--- src/rtl/touch_ctrl_pkg.sv ---
// Shared types, screen geometry and reset values for the touch threshold controller.
// Regions are open intervals: a coordinate exactly on a boundary never hits.
package touch_ctrl_pkg;

    typedef enum logic [2:0] {
        IDLE,
        DEBOUNCE,
        CLASSIFY,
        DIVIDE,
        COMMIT,
        WAIT_RELEASE
    } state_e;

    typedef enum logic [2:0] {
        NONE,
        Y_UP,
        Y_DN,
        CB_UP,
        CB_DN,
        CR_UP,
        CR_DN,
        MOTOR
    } region_e;

    localparam logic [15:0] COL_Y_X  = 16'h0293;
    localparam logic [15:0] COL_CB_X = 16'h02C7;
    localparam logic [15:0] COL_CR_X = 16'h0311;
    localparam logic [15:0] COL_HALF = 16'd10;

    localparam logic [15:0] UP_LO = 16'h0027;
    localparam logic [15:0] UP_HI = 16'h00D8;
    localparam logic [15:0] DN_LO = 16'h0109;
    localparam logic [15:0] DN_HI = 16'h01C8;

    localparam logic [15:0] MOT_X    = 16'h0053;
    localparam logic [15:0] MOT_Y    = 16'h01C3;
    localparam logic [15:0] MOT_HALF = 16'd30;

    localparam logic [15:0] DIV_UP = 16'h00B1;
    localparam logic [15:0] DIV_DN = 16'h00BF;

    localparam logic [7:0] RST_Y_UP  = 8'hFF;
    localparam logic [7:0] RST_Y_DN  = 8'h00;
    localparam logic [7:0] RST_CB_UP = 8'hFF;
    localparam logic [7:0] RST_CB_DN = 8'h80;
    localparam logic [7:0] RST_CR_UP = 8'hFF;
    localparam logic [7:0] RST_CR_DN = 8'h80;

    function automatic logic in_open(input logic [15:0] v, input logic [15:0] lo,
                                     input logic [15:0] hi);
        return (v > lo) && (v < hi);
    endfunction

    function automatic logic [15:0] abs_diff(input logic [15:0] a, input logic [15:0] b);
        return (a > b) ? (a - b) : (b - a);
    endfunction

    function automatic logic is_up(input region_e r);
        return (r == Y_UP) || (r == CB_UP) || (r == CR_UP);
    endfunction

    function automatic region_e classify(input logic [15:0] x, input logic [15:0] y);
        logic up;
        logic dn;
        region_e r;
        up = in_open(y, UP_LO, UP_HI);
        dn = in_open(y, DN_LO, DN_HI);
        r  = NONE;
        if (in_open(x, MOT_X - MOT_HALF, MOT_X + MOT_HALF) &&
            in_open(y, MOT_Y - MOT_HALF, MOT_Y + MOT_HALF)) begin
            r = MOTOR;
        end else if (in_open(x, COL_Y_X - COL_HALF, COL_Y_X + COL_HALF)) begin
            if (up)      r = Y_UP;
            else if (dn) r = Y_DN;
        end else if (in_open(x, COL_CB_X - COL_HALF, COL_CB_X + COL_HALF)) begin
            if (up)      r = CB_UP;
            else if (dn) r = CB_DN;
        end else if (in_open(x, COL_CR_X - COL_HALF, COL_CR_X + COL_HALF)) begin
            if (up)      r = CR_UP;
            else if (dn) r = CR_DN;
        end
        return r;
    endfunction

    // Slider travel scaled to 0..255: distance from the band's far end times 255.
    function automatic logic [15:0] slider_num(input region_e r, input logic [15:0] y);
        logic [15:0] d;
        d = is_up(r) ? (UP_HI - y) : (DN_HI - y);
        return (d << 8) - d;
    endfunction

    function automatic logic [15:0] slider_den(input region_e r);
        return is_up(r) ? DIV_UP : DIV_DN;
    endfunction

endpackage

--- src/rtl/touch_div16.sv ---
// Sequential restoring unsigned 16/16 divider, one quotient bit per cycle.
// The first bit is resolved on the start edge; done pulses 16 cycles after start.
module touch_div16 (
    input  logic        clk,
    input  logic        rst,
    input  logic        start_i,
    input  logic [15:0] num_i,
    input  logic [15:0] den_i,
    output logic        done_o,
    output logic [7:0]  quo_o
);

    logic [15:0] rem_q, rem_d;
    logic [15:0] quo_q, quo_d;
    logic [15:0] den_q;
    logic [3:0]  cnt_q;
    logic        run_q;
    logic        done_q;

    logic [15:0] rem_in;
    logic [15:0] quo_in;
    logic [15:0] den_use;
    logic [16:0] trial;
    logic        q_bit;

    // A start overrides any division in flight, so the step always works from the new operands.
    always_comb begin
        rem_in  = start_i ? 16'd0 : rem_q;
        quo_in  = start_i ? num_i : quo_q;
        den_use = start_i ? den_i : den_q;
        trial   = {rem_in, quo_in[15]};
        q_bit   = 1'b0;
        rem_d   = trial[15:0];
        if (trial >= {1'b0, den_use}) begin
            q_bit = 1'b1;
            rem_d = 16'(trial - {1'b0, den_use});
        end
        quo_d = {quo_in[14:0], q_bit};
    end

    always_ff @(posedge clk or posedge rst) begin
        if (rst) begin
            rem_q  <= 16'd0;
            quo_q  <= 16'd0;
            den_q  <= 16'd0;
            cnt_q  <= 4'd0;
            run_q  <= 1'b0;
            done_q <= 1'b0;
        end else begin
            done_q <= 1'b0;
            if (start_i) begin
                rem_q <= rem_d;
                quo_q <= quo_d;
                den_q <= den_i;
                cnt_q <= 4'd1;
                run_q <= 1'b1;
            end else if (run_q) begin
                rem_q <= rem_d;
                quo_q <= quo_d;
                if (cnt_q == 4'd15) begin
                    cnt_q  <= 4'd0;
                    run_q  <= 1'b0;
                    done_q <= 1'b1;
                end else begin
                    cnt_q <= cnt_q + 4'd1;
                end
            end
        end
    end

    assign done_o = done_q;
    assign quo_o  = quo_q[7:0];

endmodule

--- src/rtl/touch_thr_ctrl.sv ---
// Touch-panel front end: debounces presses, maps slider hits to 8-bit thresholds, pulses motor reset.
// Define TOUCH_DRAG_EN to let a held finger dragging along the same slider re-commit new values.
module touch_thr_ctrl
    import touch_ctrl_pkg::*;
#(
    parameter int DEB_CNT = 4,
    parameter int TOL     = 8
) (
    input  logic        clk,
    input  logic        rst,
    input  logic        touch_valid,
    input  logic        touch_down,
    input  logic [31:0] touch_data,
    output logic [7:0]  thr_y_up,
    output logic [7:0]  thr_y_down,
    output logic [7:0]  thr_cb_up,
    output logic [7:0]  thr_cb_down,
    output logic [7:0]  thr_cr_up,
    output logic [7:0]  thr_cr_down,
    output logic        thr_update,
    output logic        motor_reset,
    output logic        busy
);

    localparam logic [3:0]  DEB   = 4'(DEB_CNT);
    localparam logic [15:0] TOL_V = 16'(TOL);

    state_e      state_q, state_d;
    region_e     region_q, region_d;
    logic [3:0]  cnt_q, cnt_d;
    logic [15:0] x_ref_q, x_ref_d, y_ref_q, y_ref_d;
    logic [15:0] cls_x_q, cls_x_d, cls_y_q, cls_y_d;
    logic        release_pend_q, release_pend_d;
    logic [7:0]  y_up_q, y_up_d, y_dn_q, y_dn_d;
    logic [7:0]  cb_up_q, cb_up_d, cb_dn_q, cb_dn_d;
    logic [7:0]  cr_up_q, cr_up_d, cr_dn_q, cr_dn_d;
    logic        thr_update_q, thr_update_d;
    logic        motor_reset_q, motor_reset_d;
`ifdef TOUCH_DRAG_EN
    logic [15:0] y_last_q, y_last_d;
    region_e     last_region_q, last_region_d;
    region_e     smp_region;
`endif

    logic        smp_v_q, smp_dn_q;
    logic [15:0] smp_x_q, smp_y_q;

    logic        rel_seen, dn_seen;
    region_e     cls_region;
    logic        div_start;
    logic [15:0] div_num, div_den;
    logic        div_done;
    logic [7:0]  div_quo;

    touch_div16 u_div (
        .clk     (clk),
        .rst     (rst),
        .start_i (div_start),
        .num_i   (div_num),
        .den_i   (div_den),
        .done_o  (div_done),
        .quo_o   (div_quo)
    );

    // Samples are registered once so the FSM only ever sees flopped inputs.
    always_ff @(posedge clk or posedge rst) begin
        if (rst) begin
            smp_v_q  <= 1'b0;
            smp_dn_q <= 1'b0;
            smp_x_q  <= 16'd0;
            smp_y_q  <= 16'd0;
        end else begin
            smp_v_q  <= touch_valid;
            smp_dn_q <= touch_down;
            smp_x_q  <= touch_data[31:16];
            smp_y_q  <= touch_data[15:0];
        end
    end

    always_comb begin
        state_d        = state_q;
        region_d       = region_q;
        cnt_d          = cnt_q;
        x_ref_d        = x_ref_q;
        y_ref_d        = y_ref_q;
        cls_x_d        = cls_x_q;
        cls_y_d        = cls_y_q;
        release_pend_d = release_pend_q;
        y_up_d         = y_up_q;
        y_dn_d         = y_dn_q;
        cb_up_d        = cb_up_q;
        cb_dn_d        = cb_dn_q;
        cr_up_d        = cr_up_q;
        cr_dn_d        = cr_dn_q;
        thr_update_d   = 1'b0;
        motor_reset_d  = 1'b0;
        div_start      = 1'b0;
        div_num        = 16'd0;
        div_den        = 16'd0;
        rel_seen       = smp_v_q && !smp_dn_q;
        dn_seen        = smp_v_q && smp_dn_q;
        cls_region     = classify(cls_x_q, cls_y_q);
`ifdef TOUCH_DRAG_EN
        y_last_d       = y_last_q;
        last_region_d  = last_region_q;
        smp_region     = classify(smp_x_q, smp_y_q);
`endif

        case (state_q)
            IDLE: begin
                if (dn_seen) begin
                    x_ref_d = smp_x_q;
                    y_ref_d = smp_y_q;
                    cls_x_d = smp_x_q;
                    cls_y_d = smp_y_q;
                    cnt_d   = 4'd1;
                    state_d = (DEB == 4'd1) ? CLASSIFY : DEBOUNCE;
                end
            end

            DEBOUNCE: begin
                if (rel_seen) begin
                    cnt_d   = 4'd0;
                    state_d = IDLE;
                end else if (dn_seen) begin
                    if (abs_diff(smp_x_q, x_ref_q) <= TOL_V &&
                        abs_diff(smp_y_q, y_ref_q) <= TOL_V) begin
                        cnt_d   = cnt_q + 4'd1;
                        cls_x_d = smp_x_q;
                        cls_y_d = smp_y_q;
                        if (cnt_q + 4'd1 == DEB) begin
                            cnt_d   = 4'd0;
                            state_d = CLASSIFY;
                        end
                    end else begin
                        x_ref_d = smp_x_q;
                        y_ref_d = smp_y_q;
                        cnt_d   = 4'd1;
                    end
                end
            end

            CLASSIFY: begin
                region_d = cls_region;
                if (rel_seen) release_pend_d = 1'b1;
                if (cls_region == MOTOR) begin
                    state_d = COMMIT;
                end else if (cls_region == NONE) begin
                    // A release already seen would otherwise strand us in WAIT_RELEASE.
                    release_pend_d = 1'b0;
                    state_d = (release_pend_q || rel_seen) ? IDLE : WAIT_RELEASE;
                end else begin
                    div_start = 1'b1;
                    div_num   = slider_num(cls_region, cls_y_q);
                    div_den   = slider_den(cls_region);
                    state_d   = DIVIDE;
                end
            end

            DIVIDE: begin
                if (rel_seen) release_pend_d = 1'b1;
                if (div_done) state_d = COMMIT;
            end

            COMMIT: begin
                thr_update_d = (region_q != MOTOR) && (region_q != NONE);
                case (region_q)
                    Y_UP:    y_up_d  = div_quo;
                    Y_DN:    y_dn_d  = div_quo;
                    CB_UP:   cb_up_d = div_quo;
                    CB_DN:   cb_dn_d = div_quo;
                    CR_UP:   cr_up_d = div_quo;
                    CR_DN:   cr_dn_d = div_quo;
                    MOTOR:   motor_reset_d = 1'b1;
                    default: ;
                endcase
`ifdef TOUCH_DRAG_EN
                y_last_d      = cls_y_q;
                last_region_d = region_q;
`endif
                release_pend_d = 1'b0;
                state_d = (release_pend_q || rel_seen) ? IDLE : WAIT_RELEASE;
            end

            WAIT_RELEASE: begin
                if (rel_seen) begin
                    state_d = IDLE;
`ifdef TOUCH_DRAG_EN
                end else if (dn_seen && last_region_q != MOTOR && last_region_q != NONE &&
                             smp_region == last_region_q &&
                             abs_diff(smp_y_q, y_last_q) > TOL_V) begin
                    cls_x_d = smp_x_q;
                    cls_y_d = smp_y_q;
                    state_d = CLASSIFY;
`endif
                end
            end

            default: state_d = IDLE;
        endcase
    end

    always_ff @(posedge clk or posedge rst) begin
        if (rst) begin
            state_q        <= IDLE;
            region_q       <= NONE;
            cnt_q          <= 4'd0;
            x_ref_q        <= 16'd0;
            y_ref_q        <= 16'd0;
            cls_x_q        <= 16'd0;
            cls_y_q        <= 16'd0;
            release_pend_q <= 1'b0;
            y_up_q         <= RST_Y_UP;
            y_dn_q         <= RST_Y_DN;
            cb_up_q        <= RST_CB_UP;
            cb_dn_q        <= RST_CB_DN;
            cr_up_q        <= RST_CR_UP;
            cr_dn_q        <= RST_CR_DN;
            thr_update_q   <= 1'b0;
            motor_reset_q  <= 1'b0;
`ifdef TOUCH_DRAG_EN
            y_last_q       <= 16'd0;
            last_region_q  <= NONE;
`endif
        end else begin
            state_q        <= state_d;
            region_q       <= region_d;
            cnt_q          <= cnt_d;
            x_ref_q        <= x_ref_d;
            y_ref_q        <= y_ref_d;
            cls_x_q        <= cls_x_d;
            cls_y_q        <= cls_y_d;
            release_pend_q <= release_pend_d;
            y_up_q         <= y_up_d;
            y_dn_q         <= y_dn_d;
            cb_up_q        <= cb_up_d;
            cb_dn_q        <= cb_dn_d;
            cr_up_q        <= cr_up_d;
            cr_dn_q        <= cr_dn_d;
            thr_update_q   <= thr_update_d;
            motor_reset_q  <= motor_reset_d;
`ifdef TOUCH_DRAG_EN
            y_last_q       <= y_last_d;
            last_region_q  <= last_region_d;
`endif
        end
    end

    assign thr_y_up    = y_up_q;
    assign thr_y_down  = y_dn_q;
    assign thr_cb_up   = cb_up_q;
    assign thr_cb_down = cb_dn_q;
    assign thr_cr_up   = cr_up_q;
    assign thr_cr_down = cr_dn_q;
    assign thr_update  = thr_update_q;
    assign motor_reset = motor_reset_q;
    assign busy        = (state_q == CLASSIFY) || (state_q == DIVIDE) || (state_q == COMMIT);

endmodule

--- config.mk ---
export PLATFORM = sky130hd
export DESIGN_NAME = touch_thr_ctrl
export DESIGN_NICKNAME = d
export VERILOG_FILES = /design/src/rtl/touch_ctrl_pkg.sv /design/src/rtl/touch_div16.sv /design/src/rtl/touch_thr_ctrl.sv
export SDC_FILE = /design/constraint.sdc
export NUM_CORES = 1
export LEC_CHECK = 0
export CORE_ASPECT_RATIO = 2
export CORE_MARGIN = 2
export CORE_UTILIZATION = 35
export CTS_CLUSTER_DIAMETER = 100
export DETAILED_ROUTE_END_ITERATION = 6
export PLACE_DENSITY = 0.59
export SYNTH_ARGS = -nofsm -noshare
export SYNTH_HDL_FRONTEND = slang
export SYNTH_SLANG_ARGS = --single-unit
export TNS_END_PERCENT = 10
--- constraint.sdc ---
create_clock -name clk -period 8.3 [get_ports clk]
set_input_delay 1.66 -clock clk [delete_from_list [all_inputs] [get_ports clk]]
set_output_delay 1.66 -clock clk [all_outputs]
set_load 0.01 [all_outputs]
==> flow_metrics.env <==
export IMPL_outcome="completed"
export IMPL_nets=1575
export IMPL_worstPathMaxFanout=10
export IMPL_r2r_end="u_div.rem_q[14]$_DFFE_PP0P_"
export IMPL_overflow=0
export IMPL_yosys_area_top_type_share_pct=34.9
export IMPL_final_period_utilization_pct=90.8
export IMPL_worst_skew_pair_late_latency_ps=550
export IMPL_cap_violations=0
export IMPL_reg2reg_from="cls_y_q[0]$_DFFE_PP0P_"
export IMPL_fin_setup_tns_ps=0
export IMPL_yosysSeqAreaShare_pct=40.0
export IMPL_rsz0062_at_grt="no"
export IMPL_start_util_pct=35.4
export IMPL_min_from="u_div.den_q[5]$_DFF_PP0_"
export IMPL_final_hold_violation_count=0
export IMPL_slowest_stage="a2111oi_0"
export IMPL_cts_buffer_depth=3
export IMPL_ant_nets=0
export IMPL_yosysTopAreaCell="dfrtp_1"
export IMPL_holdBufCountCts=0
export IMPL_ctsHtreeMaxLevel=1
export IMPL_drt_iter0_markers=513
export IMPL_layout_common_cells="dfrtp_1 (187), inv_1 (109), nand2_1 (106), a21oi_1 (101), nor2_1 (94)"
export IMPL_hpwl_microns=26300
export IMPL_row_count=101
export IMPL_hp_class="flip-flop to flip-flop"
export IMPL_cp_end_kind="flip-flop"
export IMPL_p_per_area_nw_per_um2=219
export IMPL_setup_viol=0
export IMPL_r2r_setup_slack_ps=770
export IMPL_cts_resized_gates=0
export IMPL_grt_pass1_wl_microns=56400
export IMPL_clock_sinks=213
export IMPL_io_buffer_count=86
export IMPL_fin_skew_ps=25.8
export IMPL_timing_fmax_mhz=133
export IMPL_hold_path_depth=2
export IMPL_syn_inst=1385
export IMPL_critPathLaunchType="flip-flop"
export IMPL_grt_util_all_layers_pct=17.6
export IMPL_drc=0
export IMPL_grt_pass1_vias=10800
export IMPL_drive_above_1_share_pct=12.4
export IMPL_post_cts_buffers=0
export IMPL_synth_edf_count=0
export IMPL_maxSlewViolCount=0
export IMPL_io_pins=87
export IMPL_yosysUniqueCellTypes=86
export IMPL_synth_warnings=0
export IMPL_synthFlopType="dfrtp_1"
export IMPL_vias_per_cell=5.46
export IMPL_syn_to_final_growth_pct=14.9
export IMPL_layout_commonest_cell="dfrtp_1"
export IMPL_die_w_microns=142
export IMPL_via_count=10500
export IMPL_synth_top_cells_by_area="dfrtp_1 (35%), ha_1 (8.3%), dfstp_2 (5.1%), mux2i_1 (5.0%), mux2_2 (4.4%)"
export IMPL_cts_inserted_buffers=22
export IMPL_cp_slowest_stage_delay_ps=800
export IMPL_nFillCells=3760
export IMPL_n_antenna_cell=0
export IMPL_die_h_microns=281
export IMPL_syn_area_sq_um=13400
export IMPL_p_leak_nw=7.17
export IMPL_setup_slack_ps=766
export IMPL_min_period_ps=7530
export IMPL_place_gp_congestion=0.922
export IMPL_wl_microns=34700
export IMPL_drtPass1Iterations=5
export IMPL_min_to="u_div.den_q[5]$_DFF_PP0_"
export IMPL_wire_per_inst_microns=18.0
export IMPL_coreArea_sq_um=37900
export IMPL_vdd_drop_max_uv=139
export IMPL_worstMarginPinSlew_ps=1060
export IMPL_cts_tree="built"
export IMPL_ys_ff_latch=213
export IMPL_ff2ff_path_depth=32
export IMPL_antenna_found_initial=0
export IMPL_grt_max_degree=85
export IMPL_synthArstFlopShare_pct=100
export IMPL_die_area_sq_um=40000
export IMPL_clk_pin_slew_ps=70
export IMPL_timing_critical_path_mode_cell="o21ai_0"
export IMPL_critical_path_class="flip-flop to flip-flop"
export IMPL_slew_headroom_pct=29.7
export IMPL_cp_required_ps=8770
export IMPL_ctsRootBufferMaster="clkbuf_16"
export IMPL_syn_num_nets=1511
export IMPL_arrival_ps=8000
export IMPL_pre_cts_ws_ps=894
export IMPL_syn_avg_cell_area_sq_um=9.69
[sequential cells by signal, summed over array words and instances (netlist names), 16 cells and up]
| signal | flops |
|---|---|
| cls_x_q | 16 |
| cls_y_q | 16 |
| smp_x_q | 16 |
| smp_y_q | 16 |
| u_div.den_q | 16 |
| u_div.quo_q | 16 |
| u_div.rem_q | 16 |
| x_ref_q | 16 |
| y_ref_q | 16 |
[cell families (layout without fill, tap and decap cells)]
kind of cell | after synthesis | count (layout) | share of synthesized area [%]
XOR/XNOR | 49 | 49 | 3.20
AND/OR/NAND/NOR | 399 | 399 | 15.0
AO/OA/AOI/OAI | 321 | 321 | 15.7
multiplexers | 147 | 147 | 12.4
adder cells (fa/ha/maj) | 91 | 91 | 8.53
flip-flops | 213 | 213 | 40.0
buffers and inverters | 165 | 245 | 5.21
[worst max-delay path by stage]
stage | startpoint | endpoint | slack, ps | depth (start not counted)
2_1_floorplan | rst | cls_x_q[0]$_DFFE_PP0P_ | 860 | 1
3_3_place_gp | cls_y_q[0]$_DFFE_PP0P_ | u_div.rem_q[14]$_DFFE_PP0P_ | 1120 | 32
3_5_place_dp | cls_y_q[0]$_DFFE_PP0P_ | u_div.rem_q[14]$_DFFE_PP0P_ | 890 | 32
4_1_cts | cls_y_q[0]$_DFFE_PP0P_ | u_div.rem_q[14]$_DFFE_PP0P_ | 820 | 32
5_1_grt | cls_y_q[0]$_DFFE_PP0P_ | u_div.rem_q[8]$_DFFE_PP0P_ | 30 | 32
6_report | cls_y_q[0]$_DFFE_PP0P_ | u_div.rem_q[14]$_DFFE_PP0P_ | 770 | 32
[where the power goes]
| part | internal (mW) | switching (mW) |
|---|---|---|
| combinational | 0.467 | 0.628 |
| clock | 0.598 | 0.444 |
| sequential | 1.12 | 0.115 |
| total | 2.19 | 1.19 |
[metal layers]
| metal | wire length (microns) | up-vias | global-route usage [%] |
|---|---|---|---|
| met5 | 0 | - | 0 |
| met4 | 1730 | 0 | 8.45 |
| met3 | 950 | 87 | 1.86 |
| met2 | 19400 | 223 | 35.0 |
| met1 | 12600 | 5196 | 17.8 |
| li1 | - | 5028 | - |
[layout make-up]
type | count | area [sq um] | area share (%)
Multi-Input combinational cell | 1007 | 7370 | 47.8
Sequential cell | 213 | 5360 | 34.8
Timing Repair Buffer | 95 | 928 | 6.02
Clock buffer | 30 | 664 | 4.31
Tap cell | 463 | 579 | 3.76
Inverter | 110 | 420 | 2.73
Clock inverter | 10 | 93.8 | 0.609
[synth_stat cells, drive strengths merged (23+ instances only)]
cell,count
mux2,80
mux2i,67
ha,89
buf,28
nand2,106
a31oi,23
o21ai,69
dfstp,26
nor3,28
a21oi,103
dfrtp,187
nor2,94
xnor2,28
inv,110
nor2b,36
clkbuf,27
[worst max-delay path: cells and delay by family (launching register included)]
family / cells / cell delay (ps)
compound gates: 15 / 3700
simple gates: 10 / 1730
fa+ha+maj: 4 / 1030
flops: 1 / 510
mux: 1 / 180
buf+inv: 1 / 140
xor+xnor: 1 / 140
[metrics by stage]
stage | std cells | hold slack, ps | cell area, sq um | total power, mW | util, %
6_report | 1928 | 450 | 15400 | 3.37 | 40.7
3_5_place_dp | 1888 | 439 | 14700 | 2.34 | 38.7
5_1_grt | 1928 | 471 | 15400 | 3.59 | 40.7
2_1_floorplan | 1385 | 420 | 13400 | 2.07 | -
4_1_cts | 1928 | 455 | 15400 | 3.40 | 40.7
3_3_place_gp | 1888 | 434 | 14700 | 2.31 | 38.7
(Power assumes the default switching activity.)
